==> src/rtl/timer_pkg.sv <==
// Shared types and sizing helpers for countdown_timer_ctrl and its counter core.
package timer_pkg;

   typedef enum logic [2:0] {
      IDLE,
      LOAD,
      RUN,
      PAUSE,
      DONE
   } timer_state_e;

   // Prescaler counts 0..p-1, so it needs clog2(p) bits, with at least one bit.
   function automatic int unsigned presc_width(input int unsigned p);
      return (p <= 2) ? 1 : $clog2(p);
   endfunction

   localparam int unsigned PRESC_W_DEFAULT = presc_width(4);

endpackage

==> src/rtl/updown_counter_core.sv <==
// Loadable, saturating up/down counter: load has priority over enable.
import timer_pkg::*;

module updown_counter_core #(
   parameter int unsigned WIDTH = 8
) (
   input  logic             clk,
   input  logic             rst_n,
   input  logic             load_i,
   input  logic             enable_i,
   input  logic             dir_i,
   input  logic [WIDTH-1:0] load_val_i,
   output logic [WIDTH-1:0] count_o
);

   logic [WIDTH-1:0] count_q, count_d;

   always_comb begin
      count_d = count_q;
      if (load_i) begin
         count_d = load_val_i;
      end else if (enable_i) begin
         // Saturate at both ends so the count never wraps.
         if (dir_i && (count_q != '1)) begin
            count_d = count_q + 1'b1;
         end else if (!dir_i && (count_q != '0)) begin
            count_d = count_q - 1'b1;
         end
      end
   end

   always_ff @(posedge clk or negedge rst_n) begin
      if (!rst_n) begin
         count_q <= '0;
      end else begin
         count_q <= count_d;
      end
   end

   assign count_o = count_q;

endmodule

==> src/rtl/countdown_timer_ctrl.sv <==
// Command-driven countdown timer FSM with prescaler; drives updown_counter_core.
// Optional restart-after-expiry is compiled in with `define TIMER_AUTO_RELOAD_EN.
import timer_pkg::*;

module countdown_timer_ctrl #(
   parameter int unsigned WIDTH    = 8,
   parameter int unsigned PRESCALE = 4
) (
   input  logic             clk,
   input  logic             rst_n,
   input  logic             start,
   input  logic             pause,
   input  logic             resume,
   input  logic             abort,
   input  logic [WIDTH-1:0] duration,
   input  logic             auto_reload,
   output logic [WIDTH-1:0] remaining,
   output logic             busy,
   output logic             paused,
   output logic             expired
);

   localparam int unsigned    PW        = presc_width(PRESCALE);
   localparam logic [PW-1:0]  PRESC_MAX = PW'(PRESCALE - 1);

   timer_state_e     state_q, state_d;
   logic [WIDTH-1:0] dur_q, dur_d;
   logic [PW-1:0]    presc_q, presc_d;
   logic             expired_q, expired_d;
   logic             busy_q, paused_q;
   logic             tick;
   logic             cnt_load, cnt_en;
   logic [WIDTH-1:0] cnt_load_val;

`ifndef TIMER_AUTO_RELOAD_EN
   logic unused_auto_reload;
   assign unused_auto_reload = auto_reload;
`endif

   assign tick = (presc_q == PRESC_MAX);

   always_comb begin
      state_d      = state_q;
      dur_d        = dur_q;
      presc_d      = presc_q;
      expired_d    = 1'b0;
      cnt_load     = 1'b0;
      cnt_en       = 1'b0;
      cnt_load_val = dur_q;

      case (state_q)
         IDLE: begin
            if (start) begin
               if (duration != '0) begin
                  dur_d   = duration;
                  state_d = LOAD;
               end else begin
                  expired_d = 1'b1;
               end
            end
         end
         LOAD: begin
            cnt_load = 1'b1;
            presc_d  = '0;
            if (abort) begin
               cnt_load_val = '0;
               state_d      = IDLE;
            end else begin
               state_d = RUN;
            end
         end
         RUN: begin
            if (abort) begin
               cnt_load     = 1'b1;
               cnt_load_val = '0;
               presc_d      = '0;
               state_d      = IDLE;
            end else begin
               // The prescaler advances on the pause cycle too, so a tick there still commits.
               presc_d = tick ? '0 : presc_q + 1'b1;
               cnt_en  = tick;
               if (tick && (remaining == WIDTH'(1))) begin
                  expired_d = 1'b1;
                  state_d   = DONE;
               end else if (pause) begin
                  state_d = PAUSE;
               end
            end
         end
         PAUSE: begin
            if (abort) begin
               cnt_load     = 1'b1;
               cnt_load_val = '0;
               presc_d      = '0;
               state_d      = IDLE;
            end else if (resume) begin
               state_d = RUN;
            end
         end
         DONE: begin
            state_d = IDLE;
`ifdef TIMER_AUTO_RELOAD_EN
            if (!abort && auto_reload) begin
               state_d = LOAD;
            end
`endif
         end
         default: state_d = IDLE;
      endcase
   end

   always_ff @(posedge clk or negedge rst_n) begin
      if (!rst_n) begin
         state_q   <= IDLE;
         dur_q     <= '0;
         presc_q   <= '0;
         expired_q <= 1'b0;
         busy_q    <= 1'b0;
         paused_q  <= 1'b0;
      end else begin
         state_q   <= state_d;
         dur_q     <= dur_d;
         presc_q   <= presc_d;
         expired_q <= expired_d;
         busy_q    <= (state_d != IDLE);
         paused_q  <= (state_d == PAUSE);
      end
   end

   updown_counter_core #(
      .WIDTH(WIDTH)
   ) u_counter (
      .clk       (clk),
      .rst_n     (rst_n),
      .load_i    (cnt_load),
      .enable_i  (cnt_en),
      .dir_i     (1'b0),
      .load_val_i(cnt_load_val),
      .count_o   (remaining)
   );

   assign busy    = busy_q;
   assign paused  = paused_q;
   assign expired = expired_q;

endmodule

==> config.mk <==
export PLATFORM = sky130hd
export DESIGN_NAME = countdown_timer_ctrl
export DESIGN_NICKNAME = d
export VERILOG_FILES = /design/src/rtl/timer_pkg.sv /design/src/rtl/updown_counter_core.sv /design/src/rtl/countdown_timer_ctrl.sv
export SDC_FILE = /design/constraint.sdc
export NUM_CORES = 1
export LEC_CHECK = 0
export CAP_MARGIN = 25
export CORE_ASPECT_RATIO = 1.2
export CORE_MARGIN = 3
export CORE_UTILIZATION = 35
export CTS_CLUSTER_SIZE = 12
export DETAILED_ROUTE_END_ITERATION = 7
export PLACE_DENSITY = 0.59
export SETUP_SLACK_MARGIN = 0.3
export SLEW_MARGIN = 40
export SYNTH_ARGS = -nofsm -noshare
export SYNTH_HDL_FRONTEND = slang
export SYNTH_SLANG_ARGS = --single-unit
==> constraint.sdc <==
create_clock -name clk -period 3.2 [get_ports clk]
set_input_delay 0.96 -clock clk [delete_from_list [all_inputs] [get_ports clk]]
set_output_delay 0.96 -clock clk [all_outputs]
set_load 0.005 [all_outputs]
# Yosys cells after proc, flatten, opt, wreduce, memory -nomap -nowiden
# Cells that the tools add are included.
# op_classes
addsub	2
n_mul	0
div_mod_pow	0
magnitude_cmp	0
n_eq_ne	7
shifts	0
n_mux	27
bitwise	0
n_reduce_logical	13
# op_table
op	n
2-to-1 mux 8 bit	5
2-to-1 mux 3 bit	7
nonzero test 8 bit	2
case mux 3 bit (4 select lines)	1
== test 3 x 2 -> 1 bit (second input constant)	3
== test 8 x 1 -> 1 bit (second input constant)	1
2-to-1 mux 2 bit	4
subtractor 8 x 1 -> 8 bit (second input constant)	1
2-to-1 mux 1 bit	7
case mux 2 bit (3 select lines)	1
nonzero test 3 bit	2
case mux 1 bit (2 select lines)	2
AND reduction 2 bit	2
nonzero test 2 bit	2
== test 3 x 1 -> 1 bit (second input constant)	1
logical NOT 3 bit	1
AND reduction 3 bit	1
OR reduction 3 bit	1
adder 2 x 1 -> 2 bit (second input constant)	1
== test 2 bit (second input constant)	1
!= test 2 bit (second input constant)	1
OR reduction 2 bit	1
logical AND 1 bit	1
# word_totals
register_bits	24
latchBits	0
ram_bits	0
romBits	0
input_bits	15
output_inout_bits	11
elab_cells	56
mem_count	0

# Depth between registers and ports, before layout
# Gate-level depths: netlist of the first run.
# depth
ltp_word	6
ltp_mapped	6
depth_no_buf	6

# Modules after synthesis
# Synthesis of the first run repeated with hierarchy kept, for this count alone.
# unflattened
cells_unflattened	155
area_unflattened_um2	1600.3
# modules_own_cells
module	n_inst	cells_each	area_each_um2	seq_area_each_um2
countdown_timer_ctrl	1	76	860.8	400.4
updown_counter_core	1	79	739.5	200.2

# Least setup slack after synthesis of the first run
# OpenSTA, ideal clock, no wires.
# synth_path
path_type	input-to-reg
start	in duration[1]
end	reg dur_q[1]
setup_time_ns	0.125
t_arrival_ns	1.940
required_ns	3.075
path_slack_ns	1.135
cell_stages	4
path_buffers	0
cell_sequence	nor4_1 nand2_1 nand2_1 mux2_2
# synth_via
elab_chain_cells	2
# synth_lines
element	line_no	rtl
from (decl)	countdown_timer_ctrl.sv:15	input logic [WIDTH-1:0] duration,
nonzero test 8 bit	countdown_timer_ctrl.sv:54	if (duration != '0) begin
AND reduction 3 bit (no line)	-	
to (signal assigned)	countdown_timer_ctrl.sv:122	dur_q <= dur_d;
to (decl)	countdown_timer_ctrl.sv:27	logic [WIDTH-1:0] dur_q, dur_d;
# Parallel ways exist; a longest one is shown, timed or not.
# A chain may end at the register's enable or synchronous reset.

# Final worst setup path of the first run
# layout_path
start	in duration[5]
end	reg dur_q[4]
# layout_via
elab_chain_cells	2
# layout_lines
element	line_no
nonzero test 8 bit	countdown_timer_ctrl.sv:54
AND reduction 3 bit (no line)	-
# Every way passes these cells.

==> metrics.md, run 1 <==
| Metric | Value |
|---|---|
| Status | finished clean |
| Nature of the critical path startpoint | primary input |
| CP Class | primary input to flop |
| Place WS | 0.4427 ns |
| DP Cell Count | 197 |
| Actual slew at the worst max-slew pin | 0.5967 ns |
| Final net count | 171 |
| TritonCTS clock tree | built |
| Headroom to the max-slew limit | 0.6022 |
| Met1 usage | 0.1865 |
| Initial drt markers | 68 |
| Max Cap Violations | 0 |
| Clock sink count | 24 |
| WL/cell | 15.05 µm |
| Clock H-tree levels | 1 |
| Largest net degree at the start of global routing | 25 |
| Setup TNS | 0 ns |
| Post-synthesis sequential area ratio | 0.4558 |
| Routability cong. | 0.7799 |
| # rows | 23 |
| Starting density of the core | 0.3784 |
| Initial antenna violation count | 0 |
| Syn Area/Cell | 10.63 µm² |
| Grt met2 use | 0.2465 |
| Synth unique cells | 37 |
| CTS resizes | 0 |
| Detailed placement HPWL | 2.226 mm |
| Number of fill cells in the layout | 329 |
| Synthesized flop and latch total | 24 |
| Post-Route Utilization | 0.4811 |
| IO Pins | 26 |
| Vias in the first global route | around 1100 |
| Final setup vio count | 0 |
| Crit path cell chain | clkdlybuf4s50_1 > nor4_1 > nand2_1 > nand2_1 > mux2_2 |
| DRC viols | 0 |
| Hold WS | 0.4991 ns |
| Vias | 1088 |
| GRT Total Usage | 0.1474 |
| Root Buffer | clkbuf_8 |
| Crit path capture type | flop |
| Leakage | 0.0007160 µW |
| Final cell count without fillers | ~200 |
| Die ar. | 0.004540 mm² |
| Cts hold-fix bufs | 0 |
| Port bufs | 24 |
| CP required | 3.36 ns |
| Clock Skew | 0.006854 ns |
| WL final | 3.026 mm |
| Clock slew at reported path FFs | 0.09 ns |
| Post-DRT Antenna Nets | 0 |
| N_diodes | 0 |
| HP Class | flop to flop |
| Period utilisation layout | 0.7849 |
| CP Max Fanout | 10 |
| Clk_lat worst skew | 0.27 ns |
| Multi-input logic area | approximately 680 µm² |
| Layout area overhead | 27.16% |
| Final hold vios | 0 |
| Tmin final | ~2.5 ns |
| Setup Buffers After CTS | 0 |
| Die outline width | 62.01 µm |
| Synth Warn # | 0 |
| Syn nets | 143 |
| Global-route wire length before repair | 4.981 mm |
| CTS max path bufs | 2 |
| Grt met3 use | 0.02124 |
| Largest stage delay on the critical path | between 0.4 and 0.5 ns |
| F_max | between 0.3 and 0.4 GHz |
| Most used cell, CP | nand2_1 |
| Sequential Area | 600.6 µm² |
| Total power per unit cell area | ~670 mW/mm² |
| Critical Path AT | 2.67 ns |
| Syn Std Cell Area | 0.001318 mm² |
| Die Ht | between 70 and 80 µm |
| Synth Instances | roughly 120 |
| Fin. max-slew vios | 0 |
| Total iterations of the first detailed-routing run | 4 |
| Maximum vdd drop | roughly 410 µV |
| Total grt overflow | 0 |
| Slowest CP cell | nor4_1 |
| GR peak layer | met2 |
| CTS buffer count | 3 |
| Share of layout cells above drive strength 1 | 0.1391 |
| Core area | 0.003482 mm² |
| Worst setup margin | a little under 0.7 ns |
| RSZ-0062 raised after global routing | no |
| Vias per inst | about 5.4 |
==> critical path, delay by kind of cell <==
family / cells / cell delay, ns
and+or+nand+nor: 3 / 0.91
buffers and inverters: 1 / 0.41
muxes: 1 / 0.38
==> routing by layer <==
layer / share of wire / vias up
met5: 0 / -
met1: 0.41 / 519
met3: 0.057 / 9
met2: 0.50 / 42
met4: 0.029 / 0
li1: - / 518
==> final timing paths <==
| path | startpoint | depth (start not counted) | end | slack (ns) |
|---|---|---|---|---|
| max | duration[5] | 5 | dur_q[4] | 0.69 |
| min in group asynchronous | rst_n | 2 | presc_q[1] | 1.04 |
| max reg2reg | u_counter.count_o[0] | 6 | u_counter.count_o[5] | 1.18 |
| max in group asynchronous | rst_n | 2 | dur_q[0] | 1.91 |
| min reg2reg | dur_q[7] | 1 | u_counter.count_o[7] | 0.50 |
| min | dur_q[7] | 1 | u_counter.count_o[7] | 0.50 |
==> Yosys cell counts <==
| cell | instances | share of area |
|---|---|---|
| nand4_1 | 1 | 0.0048 |
| nor4b_2 | 1 | 0.011 |
| buf_2 | 3 | 0.011 |
| dfrtp_1 | 24 | 0.46 |
| o21ai_0 | 6 | 0.023 |
| nor3_1 | 4 | 0.015 |
| nand2_1 | 13 | 0.037 |
| a2bb2oi_1 | 3 | 0.020 |
| nor3b_1 | 1 | 0.0057 |
| nand2b_1 | 3 | 0.014 |
| a21o_1 | 1 | 0.0057 |
| nor4b_4 | 2 | 0.036 |
| o22a_1 | 4 | 0.027 |
| o31a_1 | 1 | 0.0066 |
| o21a_1 | 1 | 0.0057 |
| a211o_1 | 1 | 0.0066 |
| o211a_1 | 1 | 0.0076 |
| nand3_1 | 6 | 0.023 |
| a21o_2 | 1 | 0.0066 |
| a22oi_1 | 1 | 0.0057 |
| ha_1 | 4 | 0.038 |
| a31oi_1 | 4 | 0.019 |
| and2b_2 | 1 | 0.0066 |
| a21oi_1 | 4 | 0.015 |
| or3_1 | 1 | 0.0048 |
| a32o_1 | 1 | 0.0076 |
| a22o_1 | 2 | 0.013 |
| nor4_1 | 3 | 0.014 |
| inv_1 | 6 | 0.017 |
| nor2_1 | 6 | 0.017 |
| or4b_4 | 1 | 0.010 |
| mux2_2 | 6 | 0.051 |
| and2_1 | 2 | 0.0095 |
| o211ai_4 | 1 | 0.016 |
| o22ai_1 | 2 | 0.0095 |
| o2bb2a_2 | 1 | 0.0085 |
| o211a_4 | 1 | 0.013 |
==> flip-flops by register name (all words and copies together) (netlist names) <==
register and cells:
dur_q 8, u_counter.count_o 8, state_q 3, presc_q 2
busy 1, expired 1, paused 1
==> cell families (layout without fill, tap and decap cells) <==
logic type,Yosys count,after routing,synth area share
AOI/OAI and AO/OA,36,36,0.2165
adders and majority gates,4,4,0.03799
buffers and inverters,9,36,0.02849
DFF,24,24,0.4558
muxes,6,6,0.05128
and+or+nand+nor,45,45,0.2099
==> power breakdown <==
| part | switching [µW] | total (µW) | internal, µW |
|---|---|---|---|
| clock network | 99.3 | 209 | 110 |
| registers | 102 | 486 | 384 |
| logic | 196 | 433 | 237 |
==> final cells by class <==
cell class | instances | area share
multi-input cells | 91 | 0.4055
well taps | 50 | 0.03734
repair buffers | 26 | 0.1524
clock buffers | 4 | 0.03286
inverters | 6 | 0.01344
flip-flops and latches | 24 | 0.3585
==> cell usage in the layout (no fill, tap or decap), types with 2 or more instances in the layout <==
cell type and count:
nor4b_4 2, nor3_1 4, dfrtp_1 24, nor2_1 6, a21oi_1 4, o22a_1 4
a31oi_1 4, o22ai_1 2, inv_1 6, a2bb2oi_1 3, nand2b_1 3, mux2_2 6
nand2_1 13, and2_1 2, clkdlybuf4s50_1 24, o21ai_0 6, buf_4 2, clkbuf_8 4
a22o_1 2, nor4_1 3, nand3_1 6, ha_1 4
==> stage by stage <==
step,total power [µW],area (µm²)
6_report,1128,1675
5_1_grt,1208,1675
4_1_cts,1135,1675
3_5_place_dp,920.7,1620
3_3_place_gp,907.8,1620
2_1_floorplan,736.0,1318
No activity file was read; power rests on OpenSTA's default activity.
==> run 2, diff against run 1 <==
Clock period 3.2 ns to 2.4 ns, I/O delays scaled along.
==> run 2 against run 1 <==
Routed wire length is 4.9% higher. Via count is 0.55% higher. Highest routed layer unchanged. Utilization is 2.8 points higher. Critical endpoint is now u_counter.count_o[6]. Combinational power is 48% higher. Clock skew is 0.0037 ns lower.
==> metrics.md, run 2 (synthesis results as in run 1) <==
| Metric | Value |
|---|---|
| HP Start | dur_q[7] |
| Critical Path AT | ~2.2 ns |
| Core area | 0.003482 mm² |
| Clock H-tree levels | 1 |
| Hold path endpoint | u_counter.count_o[7] |
| Die Ht | about 73 µm |
| Total power per unit cell area | 920.9 mW/mm² |
| WL/cell | ~15 µm |
| Headroom to the max-slew limit | 0.6208 |
| Critical Path Start | u_counter.count_o[0] |
| Total iterations of the first detailed-routing run | 4 |
| Tmin final | 2.032 ns |
| CTS max path bufs | 2 |
| Routability cong. | 0.8360 |
| Period utilisation layout | 0.8469 |
| Max Cap Violations | 0 |
| Final hold vios | 0 |
| Worst setup margin | ~0.37 ns |
| Vias | approximately 1100 |
| Actual slew at the worst max-slew pin | 0.5645 ns |
| CP Max Fanout | 5 |
| Global-route wire length before repair | around 5.3 mm |
| RSZ-0062 raised after global routing | yes |
| Port bufs | 24 |
| Fin. max-slew vios | 0 |
| Cts hold-fix bufs | 0 |
| Vias in the first global route | 1164 |
| F_max | 0.4920 GHz |
| Vias per inst | 5.210 |
| GRT Total Usage | 0.1552 |
| Die ar. | 0.004540 mm² |
| Initial antenna violation count | 0 |
| Maximum vdd drop | 480.2 µV |
| Clock slew at reported path FFs | around 0.09 ns |
| Die outline width | about 62 µm |
| TritonCTS clock tree | built |
| Clock sink count | 24 |
| CTS buffer count | 3 |
| Clock Skew | 0.003121 ns |
| Status | finished clean |
| Hold-critical path depth | 1 |
| IO Pins | 26 |
| Root Buffer | clkbuf_8 |
| Post-DRT Antenna Nets | 0 |
| Largest net degree at the start of global routing | 25 |
| Place WS | -0.04695 ns |
| CP Class | flop to flop |
| FF-to-FF path depth | 7 |
| Final setup vio count | 0 |
| WL final | around 3.2 mm |
| Clk_lat worst skew | 0.27 ns |
| DRC viols | 0 |
| Detailed placement HPWL | between 2 and 2.5 mm |
| Most frequent cells in the layout | 23 x clkdlybuf4s50_1, 22 x dfrtp_1, 12 x nand2_1 |
| Commonest non-fill, non-tap cell in the layout | clkdlybuf4s50_1 |
| Share of layout cells above drive strength 1 | 0.2125 |
| CP required | 2.55 ns |
| HP Class | flop to flop |
| RR Endpoint | u_counter.count_o[6] |
| Final net count | 180 |
| Leakage | between 0.0007 and 0.0008 µW |
| N_diodes | 0 |
| R2r startpoint | u_counter.count_o[0] |
| Crit path capture type | flop |
| Nature of the critical path startpoint | flop |
| Total grt overflow | 0 |
| # rows | 23 |
| Starting density of the core | 0.3784 |
| Layout area overhead | 34.57% |
| Initial drt markers | between 40 and 50 |
| R2R Setup Slk | 0.37 ns |
| Hold WS | between 0.4 and 0.5 ns |
run 2: worst max-delay path by stage:
stage,depth (start not counted),slack (ns),to
global route,5,0.28,dur_q[1]
floorplan,6,0.55,u_counter.count_o[2]
detailed placement,6,-0.05,dur_q[6]
finish,7,0.37,u_counter.count_o[6]
global placement,6,0.003,dur_q[4]
CTS,6,0.32,dur_q[6]
run 2: final cells by class:
cell class	instances	area, µm²
inverter	6	22.52
sequential	24	603.1
clock buffer	3	41.29
fill	323	1709
multi-input combinational	91	688.2
clock inverter	1	30.03
timing repair buffer	35	325.3
tap	50	62.56
run 2: metal layers:
metal	routed length [µm]	track usage	vias to the layer above	share of wire
met3	150	0.02301	4	0.047
met1	1366	0.1907	529	0.43
met5	0	0	-	0
met4	23	0.02830	0	0.0072
met2	1634	0.2800	28	0.51
li1	-	-	533	-
run 2: power breakdown:
| group | total, µW | internal, µW | switching, µW |
|---|---|---|---|
| Clock | 355 | 223 | 132 |
| Sequential | 638 | 514 | 124 |
| Combinational | 640 | 355 | 284 |
run 2: worst max-delay path, cell delays in order (launching register included):
cell	delay [ns]
dfrtp_2	0.44
inv_1	0.10
ha_1	0.15
or4b_4	0.49
o211ai_4	0.26
buf_4	0.17
nand2_1	0.08
a32o_1	0.23
run 2: per-stage QoR:
step           setup TNS (ns)  power [µW]  instance area [µm²]  utilization  instances
6_report                    0        1633                 1773       0.5092        210
5_1_grt                     0        1746                 1773       0.5092        210
4_1_cts                     0        1615                 1739       0.4995        207
3_5_place_dp          -0.2621        1243                 1665       0.4783        203
3_3_place_gp                0        1226                 1665       0.4783        203
2_1_floorplan               0       981.4                 1318            -        124
run 2: what timing repair did:
item,CTS,global route
setup endpoints to repair,6,10
gates resized for setup,1,4
pin swaps,0,2
setup buffers,0,3
